## src/rtl/ahbl_splitter_n.sv

```systemverilog
`default_nettype none
// ============================================================================
// Module      : ahbl_splitter_n
// Description : AHB-Lite address decoder and response multiplexer for
//               NUM_SLAVES slaves, with a built-in default slave.
//               - Decodes HADDR against base/mask pairs. The lowest index
//                 wins when slave regions overlap.
//               - Steers HREADY/HRESP/HRDATA from the slave that owns the
//                 current data phase.
//               - Answers unmapped active transfers with a two-cycle ERROR
//                 response.
//               - Records the address of the last unmapped transfer and a
//                 saturating count of the ERROR responses it issued.
// Revision    : 1.0 - initial release
// ============================================================================
module ahbl_splitter_n #(
  parameter int                         NUM_SLAVES = 3,
  parameter int                         DATA_WIDTH = 32,
  parameter logic [NUM_SLAVES*32-1:0]   SLAVE_BASE = {32'h4000_0000, 32'h2000_0000, 32'h0000_0000},
  parameter logic [NUM_SLAVES*32-1:0]   SLAVE_MASK = {3{32'hF000_0000}}
) (
  input  logic                             HCLK,
  input  logic                             HRESET,
  // master address phase
  input  logic [31:0]                      HADDR,
  input  logic [1:0]                       HTRANS,
  // muxed response to the master
  output logic                             HREADY,
  output logic                             HRESP,
  output logic [DATA_WIDTH-1:0]            HRDATA,
  // slave side
  output logic [NUM_SLAVES-1:0]            S_HSEL,
  input  logic [NUM_SLAVES*DATA_WIDTH-1:0] S_HRDATA,
  input  logic [NUM_SLAVES-1:0]            S_HREADYOUT,
  input  logic [NUM_SLAVES-1:0]            S_HRESP,
  // default-slave diagnostics
  output logic [7:0]                       err_count,
  output logic [31:0]                      err_addr
);

  // Slave index width. It is kept at least 1 bit wide so that a
  // single-slave build still has a legal vector.
  localparam int IDX_W = (NUM_SLAVES > 1) ? $clog2(NUM_SLAVES) : 1;

  typedef enum logic [1:0] {
    DS_OK   = 2'd0,
    DS_ERR1 = 2'd1,
    DS_ERR2 = 2'd2
  } ds_state_e;

  // --------------------------------------------------------------------------
  // Address decode
  // --------------------------------------------------------------------------
  logic [NUM_SLAVES-1:0] w_match;
  logic                  w_hit;
  logic [IDX_W-1:0]      w_idx;

  for (genvar gi = 0; gi < NUM_SLAVES; gi++) begin : g_match
    assign w_match[gi] = ((HADDR & SLAVE_MASK[32*gi +: 32]) ==
                          (SLAVE_BASE[32*gi +: 32] & SLAVE_MASK[32*gi +: 32]));
  end

  // Priority encode the matches. The scan runs from the top index down, so
  // the lowest matching index is written last and wins.
  always_comb begin
    w_hit = 1'b0;
    w_idx = '0;
    for (int i = NUM_SLAVES - 1; i >= 0; i--) begin
      if (w_match[i]) begin
        w_hit = 1'b1;
        w_idx = IDX_W'(i);
      end
    end
  end

  // Select follows HADDR alone. HTRANS gating is left to the slaves.
  always_comb begin
    S_HSEL = '0;
    if (w_hit) begin
      S_HSEL = NUM_SLAVES'(1) << w_idx;
    end
  end

  // Only the "active" bit of HTRANS matters to the splitter. BUSY and IDLE
  // are treated alike.
  logic w_addr_active;
  logic w_unused_htrans0;
  assign w_addr_active    = HTRANS[1];
  assign w_unused_htrans0 = HTRANS[0];

  // --------------------------------------------------------------------------
  // Data-phase state
  // --------------------------------------------------------------------------
  logic                  r_dp_valid;
  logic [IDX_W-1:0]      r_dp_idx;
  ds_state_e             r_ds_state;
  ds_state_e             w_ds_next;
  logic [7:0]            r_err_count;
  logic [31:0]           r_err_addr;

  logic                  w_hready;
  logic                  w_hresp;
  logic [DATA_WIDTH-1:0] w_hrdata;

  logic                  w_s_ready;
  logic                  w_s_resp;
  logic [DATA_WIDTH-1:0] w_s_rdata;

  // An active address phase to an unmapped address is accepted on this edge.
  logic w_unmapped_req;
  assign w_unmapped_req = w_hready & w_addr_active & ~w_hit;

  // Pick the response of the slave that owns the current data phase.
  always_comb begin
    w_s_ready = 1'b1;
    w_s_resp  = 1'b0;
    w_s_rdata = '0;
    for (int i = 0; i < NUM_SLAVES; i++) begin
      if (r_dp_idx == IDX_W'(i)) begin
        w_s_ready = S_HREADYOUT[i];
        w_s_resp  = S_HRESP[i];
        w_s_rdata = S_HRDATA[DATA_WIDTH*i +: DATA_WIDTH];
      end
    end
  end

  // Drive the master-facing response. An error state takes precedence over
  // the slave mux. Otherwise an idle data phase completes as zero-wait OKAY.
  always_comb begin
    w_hready = 1'b1;
    w_hresp  = 1'b0;
    w_hrdata = '0;
    unique case (r_ds_state)
      DS_ERR1: begin
        w_hready = 1'b0;
        w_hresp  = 1'b1;
      end
      DS_ERR2: begin
        w_hresp  = 1'b1;
      end
      default: begin
        if (r_dp_valid) begin
          w_hready = w_s_ready;
          w_hresp  = w_s_resp;
          w_hrdata = w_s_rdata;
        end
      end
    endcase
  end

  assign HREADY = w_hready;
  assign HRESP  = w_hresp;
  assign HRDATA = w_hrdata;

  // Next state of the default slave. ERR1 is a forced wait cycle. ERR2 is
  // the completing cycle, and there the next address phase is decoded again.
  always_comb begin
    w_ds_next = r_ds_state;
    unique case (r_ds_state)
      DS_OK:   if (w_unmapped_req) w_ds_next = DS_ERR1;
      DS_ERR1: w_ds_next = DS_ERR2;
      DS_ERR2: w_ds_next = w_unmapped_req ? DS_ERR1 : DS_OK;
      default: w_ds_next = DS_OK;
    endcase
  end

  // Default-slave state register.
  always_ff @(posedge HCLK or posedge HRESET) begin
    if (HRESET) begin
      r_ds_state <= DS_OK;
    end else begin
      r_ds_state <= w_ds_next;
    end
  end

  // Capture the data-phase owner whenever an address phase is accepted.
  always_ff @(posedge HCLK or posedge HRESET) begin
    if (HRESET) begin
      r_dp_valid <= 1'b0;
      r_dp_idx   <= '0;
    end else if (w_hready) begin
      r_dp_valid <= w_addr_active & w_hit;
      r_dp_idx   <= w_idx;
    end
  end

  // Latch the offending address when an error response starts.
  always_ff @(posedge HCLK or posedge HRESET) begin
    if (HRESET) begin
      r_err_addr <= 32'h0;
    end else if (w_unmapped_req) begin
      r_err_addr <= HADDR;
    end
  end

  // Count each completed error response. The count stops at all-ones.
  always_ff @(posedge HCLK or posedge HRESET) begin
    if (HRESET) begin
      r_err_count <= 8'h00;
    end else if ((r_ds_state == DS_ERR2) && (r_err_count != 8'hFF)) begin
      r_err_count <= r_err_count + 8'h01;
    end
  end

  assign err_count = r_err_count;
  assign err_addr  = r_err_addr;

endmodule
`default_nettype wire

```

## config.mk

```make
export PLATFORM = sky130hd
export DESIGN_NAME = ahbl_splitter_n
export DESIGN_NICKNAME = d
export VERILOG_FILES = /design/src/rtl/ahbl_splitter_n.sv
export SDC_FILE = /design/constraint.sdc
export NUM_CORES = 1
export LEC_CHECK = 0
export ABC_AREA = 1
export ABC_CLOCK_PERIOD_IN_PS = 2280
export BUFFER_PORTS_ARGS = -buffer_cell sky130_fd_sc_hd__buf_4
export CAP_MARGIN = 20
export CORE_MARGIN = 2
export CORE_UTILIZATION = 30
export DETAILED_ROUTE_END_ITERATION = 8
export PLACE_DENSITY = 0.62
export SLEW_MARGIN = 10
export SYNTH_ARGS = -nofsm -noshare
export SYNTH_HDL_FRONTEND = slang
export SYNTH_SLANG_ARGS = --single-unit
```

## constraint.sdc

```tcl
create_clock -name HCLK -period 2.28 [get_ports HCLK]
set_input_delay 0.114 -clock HCLK [delete_from_list [all_inputs] [get_ports HCLK]]
set_output_delay 0.114 -clock HCLK [all_outputs]
set_load 0.1 [all_outputs]
```

==> flow_summary.json <==
{
  "run_status": "finished, final reports clean",
  "critical_path.max_fanout": 23,
  "port_buffers": 213,
  "period_needed_ns": 2.08,
  "setup_total_negative_slack_ns": 0,
  "timing.final.hold_violations": 0,
  "vias_in_the_first_global_route": 3344,
  "timing.final.max_slew_violations": 0,
  "avgViaCountPerCell": 4.34,
  "dp.cells": 791,
  "drive_above_1_share_pct": 34.9,
  "timing.critical_path.from": "r_dp_idx[1]",
  "grt_antenna_before_repair": 0,
  "rsz0062_at_grt": "no",
  "worst_slew_margin_rel_pct": 75.6,
  "powerDensity_nw_per_um2": 1490,
  "holdPathStages": 3,
  "drc": 0,
  "die_area_um2": 10400,
  "adder_and_majority_gate_portion_of_the_synthesized_area_pct": 2.17,
  "total_setup_buffers_inserted_after_cts": 0,
  "cts.path.max_buffers": 2,
  "via_count": 3497,
  "max_slew.worst_pin.slew_ns": 0.365,
  "cp_class": "flop to output port",
  "drt_iter0_drc": 75,
  "crit_family": "buffers and inverters",
  "worstPathBufferInverterCount": 3,
  "critical_path.max_stage_delay_ns": 0.45,
  "post_synth_mux_area_share_pct": 0,
  "ir_drop_worst_case_vdd_uv": 1230,
  "drtPass1Iterations": 4,
  "cap_violations": 0,
  "worst_r2r_endpoint": "err_addr[11]",
  "reg2reg_depth": 10,
  "achievable-frequency_mhz": 480,
  "cts_buffers": 5,
  "crit_path_top_delay_cell": "sky130_fd_sc_hd__dfrtp_1",
  "final-instance-count-excl-fill": 805,
  "multi_input_comb_area_um2": 1430,
  "leakagePower_uw": 0.00294,
  "hold_class": "input port to flop",
  "final-seq-area_um2": 1130,
  "insertedDiodeCount": 0,
  "globalplace.congestion": 0.764,
  "clk_root_buffer_cell": "sky130_fd_sc_hd__clkbuf_8",
  "worst_skew_pair.late_latency_ns": 0.29,
  "global_route_total_overflow": 0,
  "timing.hold.worst_endpoint": "err_addr[1]",
  "start_kind": "flop",
  "number_of_library_cell_types_mapped_by_synthesis": 20,
  "floorplan.io_pins": 215,
  "setup_slack_of_the_most_critical_reg_to_reg_path_ns": 0.26,
  "areaGrowthSynthToFinish_pct": 67.3,
  "end_kind": "output port",
  "final_min_period_over_clock_period_pct": 91.4,
  "critical_path.reg2reg.startpoint": "r_ds_state[0]",
  "routed_wl_um": 9910,
  "wire_length_of_the_first_global_routing_pass_um": 15300,
  "ant_nets": 0,
  "start_util_pct": 31.1,
  "clock_tree.htree_level_count": 2,
  "largest_family_of_logic_cells_by_synthesized_area": "simple AND/OR/NAND/NOR gates",
  "floorplan.die.height_um": 102,
  "rows": 35,
  "clock_sinks": 45,
  "floorplan.die.width_um": 102,
  "num-fill-cells": 948,
  "num-nets-final": 818,
  "cts_tree": "yes",
  "cp_cell_sequence": "nor2_4, buf_4, nand2_1, nand3_1, nand2_1, inv_1, buf_4",
  "worstHoldStart": "HADDR[1]",
  "globalRouteTotalUtil_pct": 18.3,
  "design.core.area_um2": 9280,
  "post_synth_inst_count": 460,
  "post_synth_and_or_nand_nor_area_fraction_pct": 43.5,
  "maximum_number_of_pins_on_one_net_before_global_route_repair": 34,
  "worst_ep_arrival_time_ns": 1.97,
  "synth_compound_gate_area_share_pct": 2.43,
  "synthesis.area_per_instance_um2": 6.27,
  "synth-xor-area-share_pct": 1.21,
  "reg_clk_slew_reported_paths_ns": 0.09,
  "yosys_warning_count": 0,
  "synth.ff_latch_count": 45,
  "synthesized_area_um2": 2890,
  "worst_ep_required_time_ns": 2.17,
  "syn-num-nets": 603,
  "setup-violations-final": 0,
  "route.detailed.wl_per_inst_um": 12.3,
  "dp.final_hpwl_um": 7690,
  "synth-seq-area-share_pct": 39.0,
  "worst_clock_skew_ns": 0.00793
}
-- report_power, final --
part / switching, uW / internal [uW]
clock: 272 / 435
sequential: 235 / 1130
combinational: 4030 / 1090
-- what timing repair did --
| action | in CTS | in global routing |
|---|---|---|
| endpoints found under the setup margin | 0 | 31 |
| gates resized for setup | 0 | 4 |
| hold endpoints to repair | 48 | 2 |
| hold buffers | 4 | 2 |
-- area by class of cell --
cell class	count	area share, %
Timing Repair Buffer	228	36.5
Multi-Input combinational cell	337	29.5
Sequential cell	45	23.3
Inverter	58	4.56
Tap cell	129	3.34
Clock buffer	5	1.43
Clock inverter	3	1.35
-- state kept, by name, indices dropped and copies added (netlist names) --
name,cells
err_addr,32
err_count,8
r_dp_idx,2
r_dp_valid,1
r_ds_state,2
-- synthesized netlist by cell type, drive strengths merged --
cell type	count	area (um^2)
nand4	3	25.0
nor2	12	52.6
nor3	1	5.00
xor2	4	35.0
nand2	258	968
clkbuf	5	18.8
inv	58	218
ha	5	62.6
o21ai	14	70.1
buf	15	100
nand3b	1	7.51
or2	1	6.26
nand3	38	190
dfrtp	45	1130
-- how the worst max path moves through the flow --
stage | to | slack (ns) | depth (start not counted)
floorplan | err_count[7] | 0.21 | 7
global placement | r_ds_state[0] | 0.21 | 10
detailed placement | err_addr[9] | 0.14 | 10
CTS | r_ds_state[0] | 0.12 | 10
global route | HRDATA[26] | 0.004 | 9
finish | HRDATA[24] | 0.20 | 7
-- metrics by stage --
step / utilization (%) / cell area [um^2] / setup slack [ns] / total power, uW / hold slack, ns
2_1_floorplan: - / 2890 / 0.210 / 5340 / 0.224
3_3_place_gp: 49.8 / 4620 / 0.212 / 6460 / 0.170
3_5_place_dp: 49.8 / 4620 / 0.145 / 6500 / 0.180
4_1_cts: 51.7 / 4800 / 0.118 / 7240 / 0.000264
5_1_grt: 52.0 / 4830 / 0.00428 / 7590 / 0.00622
6_report: 52.0 / 4830 / 0.197 / 7190 / 0.00550
-- routing by layer --
layer	track usage [%]	share of wire [%]
met1	21.0	39
met2	33.8	50
met3	5.34	11
met4	3.90	1.1
met5	0	0
-- tightest hold or removal path, delay by kind of cell --
kind	cells	cell delay, ns
buffers and inverters	1	0.08
and+or+nand+nor	2	0.08
-- placed cells by master (no fill, tap or decap), drive strengths merged --
| cell type | netlist | layout |
|---|---|---|
| inv | 58 | 57 |
| dfrtp | 45 | 45 |
| clkinv | 0 | 2 |
| nand2 | 258 | 258 |
| o21ai | 14 | 14 |
| xor2 | 4 | 4 |
| or2 | 1 | 1 |
| bufinv | 0 | 2 |
| ha | 5 | 5 |
| nor2 | 12 | 12 |
| nand4 | 3 | 3 |
| dlygate4sd3 | 0 | 6 |
| nand3 | 38 | 38 |
| nor3 | 1 | 1 |
| buf | 15 | 222 |
| clkbuf | 5 | 5 |
| nand3b | 1 | 1 |
-- cell families after synthesis --
family	after synthesis
AND/OR/NAND/NOR	314
buffers and inverters	78
flip-flops	45
AO/OA/AOI/OAI	14
adder cells (fa/ha/maj)	5
XOR/XNOR	4
No activity file was read; power rests on OpenSTA's default activity.
